--- config.mk ---
export PLATFORM = sky130hd
export DESIGN_NAME = cache_refill_ctrl
export DESIGN_NICKNAME = d
export VERILOG_FILES = /design/src/rtl/cache_pkg.sv /design/src/rtl/cache_wr_buffer.sv /design/src/rtl/cache_refill_ctrl.sv
export SDC_FILE = /design/constraint.sdc
export NUM_CORES = 1
export LEC_CHECK = 0
export CELL_PAD_IN_SITES_DETAIL_PLACEMENT = 0
export CELL_PAD_IN_SITES_GLOBAL_PLACEMENT = 2
export CORE_UTILIZATION = 26
export CTS_BUF_LIST = sky130_fd_sc_hd__clkbuf_16
export DETAILED_ROUTE_END_ITERATION = 16
export GPL_TIMING_DRIVEN = 0
export PLACE_DENSITY_LB_ADDON = 0.1
export SYNTH_ARGS = -nofsm -noshare
export SYNTH_HDL_FRONTEND = slang
export SYNTH_SLANG_ARGS = --single-unit
--- constraint.sdc ---
create_clock -name clk -period 2.5 [get_ports clk]
set_input_delay 0.5 -clock clk [delete_from_list [all_inputs] [get_ports clk]]
set_output_delay 0.5 -clock clk [all_outputs]
set_load 0.01 [all_outputs]
--- src/rtl/cache_pkg.sv ---
// Shared types for the cache miss/refill path: address split, block storage
// and the refill sequencer state encoding.
package cache_pkg;

    localparam int unsigned CACHE_ADDR_BITS   = 10;
    localparam int unsigned CACHE_DATA_BITS   = 32;
    localparam int unsigned CACHE_BLOCK_BITS  = 2;
    localparam int unsigned CACHE_INDEX_BITS  = 4;
    localparam int unsigned CACHE_BLOCK_WORDS = 2 ** CACHE_BLOCK_BITS;
    localparam int unsigned CACHE_TAG_BITS    = CACHE_ADDR_BITS - CACHE_INDEX_BITS - CACHE_BLOCK_BITS;

    typedef struct packed {
        logic [CACHE_TAG_BITS-1:0]   tag;
        logic [CACHE_INDEX_BITS-1:0] index;
        logic [CACHE_BLOCK_BITS-1:0] offset;
    } cache_addr_t;

    typedef logic [CACHE_DATA_BITS-1:0] block_t [CACHE_BLOCK_WORDS];

    typedef enum logic [2:0] {
        IDLE,
        WR_REQ,
        RD_REQ,
        RD_WAIT,
        DONE
    } refill_state_e;

endpackage

--- src/rtl/cache_wr_buffer.sv ---
// Single-entry write-through buffer; loads when empty, empties on the
// refill sequencer's write-grant pulse.
module cache_wr_buffer #(
    parameter int unsigned ADDR_BITS = 10,
    parameter int unsigned DATA_BITS = 32
) (
    input  logic                 clk,
    input  logic                 reset,
    input  logic                 wr_en,
    input  logic [ADDR_BITS-1:0] wr_address,
    input  logic [DATA_BITS-1:0] wr_data,
    input  logic                 clear,
    output logic                 wr_ready,
    output logic                 wb_valid,
    output logic [ADDR_BITS-1:0] wb_address,
    output logic [DATA_BITS-1:0] wb_data
);

    // wr_ready is kept as its own flop so the cache sees a registered signal.
    always_ff @(posedge clk) begin
        if (reset) begin
            wb_valid   <= 1'b0;
            wr_ready   <= 1'b1;
            wb_address <= '0;
            wb_data    <= '0;
        end else if (wr_en && wr_ready) begin
            wb_valid   <= 1'b1;
            wr_ready   <= 1'b0;
            wb_address <= wr_address;
            wb_data    <= wr_data;
        end else if (clear) begin
            wb_valid   <= 1'b0;
            wr_ready   <= 1'b1;
        end
    end

endmodule

--- src/rtl/cache_refill_ctrl.sv ---
// Miss/refill sequencer: drains the write buffer, then fetches a block
// critical word first and hands it to the cache as a one-cycle refill pulse.
module cache_refill_ctrl #(
    parameter int unsigned RAM_ADDRESS_BITS = 10,
    parameter int unsigned DATA_BITS        = 32,
    parameter int unsigned BLOCK_BITS       = 2
) (
    input  logic                        clk,
    input  logic                        reset,
    input  logic                        miss,
    input  logic [RAM_ADDRESS_BITS-1:0] miss_address,
    input  logic                        wr_en,
    input  logic [RAM_ADDRESS_BITS-1:0] wr_address,
    input  logic [DATA_BITS-1:0]        wr_data,
    output logic                        wr_ready,
    output logic                        busy,
    output logic                        refill_valid,
    output logic [RAM_ADDRESS_BITS-1:0] refill_address,
    output logic [DATA_BITS-1:0]        refill_data [2**BLOCK_BITS],
    output logic                        mem_req,
    output logic                        mem_we,
    output logic [RAM_ADDRESS_BITS-1:0] mem_address,
    output logic [DATA_BITS-1:0]        mem_wdata,
    input  logic                        mem_gnt,
    input  logic                        mem_rvalid,
    input  logic [DATA_BITS-1:0]        mem_rdata
);

    import cache_pkg::*;

    localparam int unsigned BLOCK_WORDS = 2 ** BLOCK_BITS;
    localparam int unsigned BASE_BITS   = RAM_ADDRESS_BITS - BLOCK_BITS;

    logic                        wb_valid;
    logic [RAM_ADDRESS_BITS-1:0] wb_address;
    logic [DATA_BITS-1:0]        wb_data;
    logic                        wb_clear;
    logic                        take_miss;
    refill_state_e               state;
    logic [BASE_BITS-1:0]        miss_base;
    logic [BLOCK_BITS-1:0]       miss_off;
    logic [BLOCK_BITS-1:0]       count;
    logic [BLOCK_BITS-1:0]       word_off;

    cache_wr_buffer #(
        .ADDR_BITS (RAM_ADDRESS_BITS),
        .DATA_BITS (DATA_BITS)
    ) u_wr_buffer (
        .clk        (clk),
        .reset      (reset),
        .wr_en      (wr_en),
        .wr_address (wr_address),
        .wr_data    (wr_data),
        .clear      (wb_clear),
        .wr_ready   (wr_ready),
        .wb_valid   (wb_valid),
        .wb_address (wb_address),
        .wb_data    (wb_data)
    );

    // busy doubles as the "miss latched" flag while a buffered write drains.
    always_comb begin
        wb_clear  = (state == WR_REQ) && mem_gnt;
        take_miss = miss && !busy && ((state == IDLE) || (state == WR_REQ));
        word_off  = miss_off + count;
    end

    // mem_* outputs are loaded one state ahead so a request is on the port
    // in the same cycle the FSM enters its REQ state.
    always_ff @(posedge clk) begin
        if (reset) begin
            state          <= IDLE;
            busy           <= 1'b0;
            refill_valid   <= 1'b0;
            refill_address <= '0;
            for (int unsigned i = 0; i < BLOCK_WORDS; i++) begin
                refill_data[i] <= '0;
            end
            mem_req        <= 1'b0;
            mem_we         <= 1'b0;
            mem_address    <= '0;
            mem_wdata      <= '0;
            miss_base      <= '0;
            miss_off       <= '0;
            count          <= '0;
        end else begin
            refill_valid <= 1'b0;
            if (take_miss) begin
                miss_base <= miss_address[RAM_ADDRESS_BITS-1:BLOCK_BITS];
                miss_off  <= miss_address[BLOCK_BITS-1:0];
                count     <= '0;
                busy      <= 1'b1;
            end
            case (state)
                IDLE: begin
                    if (wb_valid) begin
                        state       <= WR_REQ;
                        mem_req     <= 1'b1;
                        mem_we      <= 1'b1;
                        mem_address <= wb_address;
                        mem_wdata   <= wb_data;
                    end else if (miss) begin
                        state       <= RD_REQ;
                        mem_req     <= 1'b1;
                        mem_we      <= 1'b0;
                        mem_address <= miss_address;
                    end
                end
                WR_REQ: begin
                    if (mem_gnt) begin
                        if (busy) begin
                            state       <= RD_REQ;
                            mem_req     <= 1'b1;
                            mem_we      <= 1'b0;
                            mem_address <= {miss_base, miss_off};
                        end else if (miss) begin
                            state       <= RD_REQ;
                            mem_req     <= 1'b1;
                            mem_we      <= 1'b0;
                            mem_address <= miss_address;
                        end else begin
                            state       <= IDLE;
                            mem_req     <= 1'b0;
                            mem_we      <= 1'b0;
                        end
                    end
                end
                RD_REQ: begin
                    if (mem_gnt) begin
                        state   <= RD_WAIT;
                        mem_req <= 1'b0;
                    end
                end
                RD_WAIT: begin
                    if (mem_rvalid) begin
                        refill_data[word_off] <= mem_rdata;
                        count                 <= count + BLOCK_BITS'(1);
                        if (count == BLOCK_BITS'(BLOCK_WORDS - 1)) begin
                            state <= DONE;
                        end else begin
                            state       <= RD_REQ;
                            mem_req     <= 1'b1;
                            mem_address <= {miss_base, word_off + BLOCK_BITS'(1)};
                        end
                    end
                end
                DONE: begin
                    refill_valid   <= 1'b1;
                    refill_address <= {miss_base, {BLOCK_BITS{1'b0}}};
                    busy           <= 1'b0;
                    state          <= IDLE;
                end
                default: state <= IDLE;
            endcase
        end
    end

endmodule

==> results.sh, run 1 <==
export IMPL_rows=67
export IMPL_drcViolationCount=0
export IMPL_antenna_found_initial=1
export IMPL_grt_max_degree=15
export IMPL_p_per_area_nw_per_um2=675
export IMPL_vias_per_cell=4.35
export IMPL_yosys_warnings=0
export IMPL_arrival_ns=2.69
export IMPL_synth_common_cells="458 x nand2_1, 241 x dfxtp_1, 228 x a21oi_1"
export IMPL_fin_skew_ns=0.0237
export IMPL_rsz0062_at_grt="false"
export IMPL_yosysTopAreaCell="dfxtp_1"
export IMPL_synth_edff_count=0
export IMPL_io_pins=275
export IMPL_stdcell_count=1901
export IMPL_path_class="reg2reg"
export IMPL_cts_buffers=29
export IMPL_cts_root_buffer="clkbuf_16"
export IMPL_power_mw=8.83
export IMPL_port_buffers=270
export IMPL_grtUsageTotal_pct=17.4
export IMPL_cts_clk_slew_worst_paths_ns=0.06
export IMPL_cp_endpoint="refill_data[125]$_SDFFE_PP0P_"
export IMPL_h_tree_depth=1
export IMPL_seqPwrFrac_pct=46.0
export IMPL_synth_top_cell_area_share_pct=53.9
export IMPL_gr_total_overflow=0
export IMPL_comb_power_share_pct=10.7
export IMPL_drive_gt1_share_pct=5.64
export IMPL_ys_seq_elements=241
export IMPL_finalSetupViolations=0
export IMPL_critical_path_required_ns=2.95
export IMPL_dieArea_um2=35200
export IMPL_cts_tree="done"
export IMPL_p_int_mw=6.58
export IMPL_reg2reg_to="refill_data[125]$_SDFFE_PP0P_"
export IMPL_grt_pass1_vias=7948
export IMPL_dp_cells=1850
export IMPL_min_period_ns=2.24
export IMPL_drv_cap=0
export IMPL_clkPwrFrac_pct=43.3
export IMPL_avgSynthCellArea_um2=7.92
export IMPL_core_area_um2=33700
export IMPL_relSlewSlack_pct=44.1
export IMPL_diodes=0
export IMPL_start_kind="flip-flop"
export IMPL_yosysUniqueCellTypes=40
export IMPL_regToRegSetupSlack_ns=0.26
export IMPL_place_gp_congestion=0.757
export IMPL_ys_seq_area_share_pct=53.9
export IMPL_yosys_cell_count_top_type="nand2_1"
export IMPL_switchingPower_mw=2.25
export IMPL_dr_first_iter_drc_count=347
export IMPL_syn_area_um2=8960
export IMPL_worst_pin_slew_ns=0.838
export IMPL_cts_sinks=241
export IMPL_grt_pass1_wl_mm=47.9
export IMPL_die_w_um=188
export IMPL_final_antenna_net_count=0
export IMPL_timing_fmax_ghz=0.447
export IMPL_async_reset_ff_share_pct=0
export IMPL_synthTopCellsByArea="dfxtp_1 54%, nand2_1 19%, a21oi_1 13%"
export IMPL_ir_drop_mv=0.430
export IMPL_layout_nets=1529
export IMPL_drt_wl_total_mm=31.6
export IMPL_tns_ns=0
export IMPL_via_count=8275
export IMPL_holdPathStages=3
export IMPL_clk_path_buf_depth=3
export IMPL_area_growth_pct=46.0
export IMPL_postLayoutCoreUtil_pct=38.8
export IMPL_cts_hold_buffers=0
export IMPL_p_leak_nw=4.51
export IMPL_dp_hpwl_mm=22.9
export IMPL_outcome="completed"
export IMPL_synth_ff_type="dfxtp_1"
export IMPL_worstSetupEndpointType="flip-flop"
export IMPL_netlist_instances=1131
export IMPL_holdWs_ns=0.402
export IMPL_dieHeight_um=188
export IMPL_initial_core_util_pct=26.6
export IMPL_timing_final_max_slew_violations=0
export IMPL_r2r_start="miss_off[0]$_SDFFE_PP0P_"
export IMPL_p_sw_share_pct=25.5
export IMPL_cp_max_fo=10
export IMPL_clk_latency_ns=0.54
export IMPL_wl_per_cell_um=16.6
export IMPL_holdCritPathClass="in2reg"
export IMPL_hold_violations=0
export IMPL_period_share_pct=89.6
export IMPL_firstDrtPassIters=4
export IMPL_reg2reg_depth=9
export IMPL_cp_startpoint="miss_off[0]$_SDFFE_PP0P_"
[per-layer routing]
layer | vias to the layer above | share of wire, % | global-route usage (%)
li1 | 4283 | - | -
met1 | 3736 | 46 | 23.4
met2 | 226 | 46 | 28.8
met3 | 28 | 6.2 | 3.89
met4 | 2 | 1.2 | 3.13
met5 | - | 0.041 | 0
[registers in the layout, summed over array words and instances (netlist names), 3 cells and up]
name	count
miss_base	8
u_wr_buffer.wb_address	10
mem_address	10
refill_data	128
mem_wdata	32
u_wr_buffer.wb_data	32
state	3
refill_address	8
[placed cells by master (no fill, tap or decap), types with 9 or more instances in the layout]
| master | instances |
|---|---|
| dfxtp_1 | 241 |
| nor2_1 | 22 |
| inv_1 | 15 |
| clkbuf_1 | 56 |
| a21oi_1 | 228 |
| buf_2 | 11 |
| clkdlybuf4s50_1 | 270 |
| nand2_1 | 458 |
| a22oi_1 | 9 |
| clkbuf_16 | 29 |
| mux2_2 | 10 |
[kinds of logic after synthesis]
| kind of cell | after synthesis | synth area share [%] |
|---|---|---|
| XOR/XNOR | 2 | 0.196 |
| multiplexers | 15 | 1.83 |
| other | 1 | 0.0419 |
| AND/OR/NAND/NOR | 514 | 22.7 |
| AO/OA/AOI/OAI | 261 | 15.6 |
| buffers and inverters | 91 | 4.93 |
| adder cells (fa/ha/maj) | 6 | 0.838 |
| flip-flops | 241 | 53.9 |
[worst min-delay path by stage]
stage | from | end | slack (ns)
final | reset | mem_req$_SDFFE_PP0P_ | 0.40
after global routing | reset | mem_req$_SDFFE_PP0P_ | 0.42
after CTS | reset | mem_req$_SDFFE_PP0P_ | 0.40
after detailed placement | u_wr_buffer.wb_data[31]$_SDFFE_PP0P_ | mem_wdata[31]$_SDFFE_PP0P_ | 0.44
after global placement | u_wr_buffer.wb_data[8]$_SDFFE_PP0P_ | mem_wdata[8]$_SDFFE_PP0P_ | 0.44
after floorplan | u_wr_buffer.wb_data[0]$_SDFFE_PP0P_ | mem_wdata[0]$_SDFFE_PP0P_ | 0.43
[power groups by stage]
stage               sequential (mW)  clock, mW  combinational (mW)
CTS                            4.06       3.97               0.969
finish                         4.06       3.82               0.947
global route                   4.07       4.13                1.05
detailed placement             4.14          0               0.965
floorplan                      4.14          0               0.450
global placement               4.14          0               0.967
[what timing repair did]
item	in CTS	in global routing
gates resized for setup	0	2
setup buffers	0	0
endpoints found under the hold margin	0	0
setup endpoints to repair	0	1
[worst max-delay path, stage by stage (launching register included)]
cell and delay [ns]:
dfxtp_1 0.34, ha_1 0.22, xnor2_1 0.13, xnor2_1 0.24
inv_1 0.10, ha_1 0.20, nand2_1 0.20, clkbuf_1 0.48
nand2_1 0.10, a21oi_1 0.15
[final cells by class]
class / instances / area, um^2
multi-input combinational: 800 / 3690
sequential: 241 / 4820
buffer: 83 / 413
tap: 448 / 561
clock buffer: 29 / 726
timing repair buffer: 270 / 2700
inverter: 8 / 30.0
fill: 3569 / 20600
clock inverter: 22 / 126
[through the flow]
step	area [um^2]	setup WS, ns
floorplan	8960	0.733
global placement	12200	-0.0439
detailed placement	12200	-0.0823
CTS	13100	0.190
global route	13100	0.00799
finish	13100	0.261
No activity file was read; power rests on OpenSTA's default activity.
==> run 2: changes to the inputs <==
Settings changed: TNS_END_PERCENT set to 50.
==> results of run 2 <==
The final DEF is identical to that of run 1; final timing and power are the same.
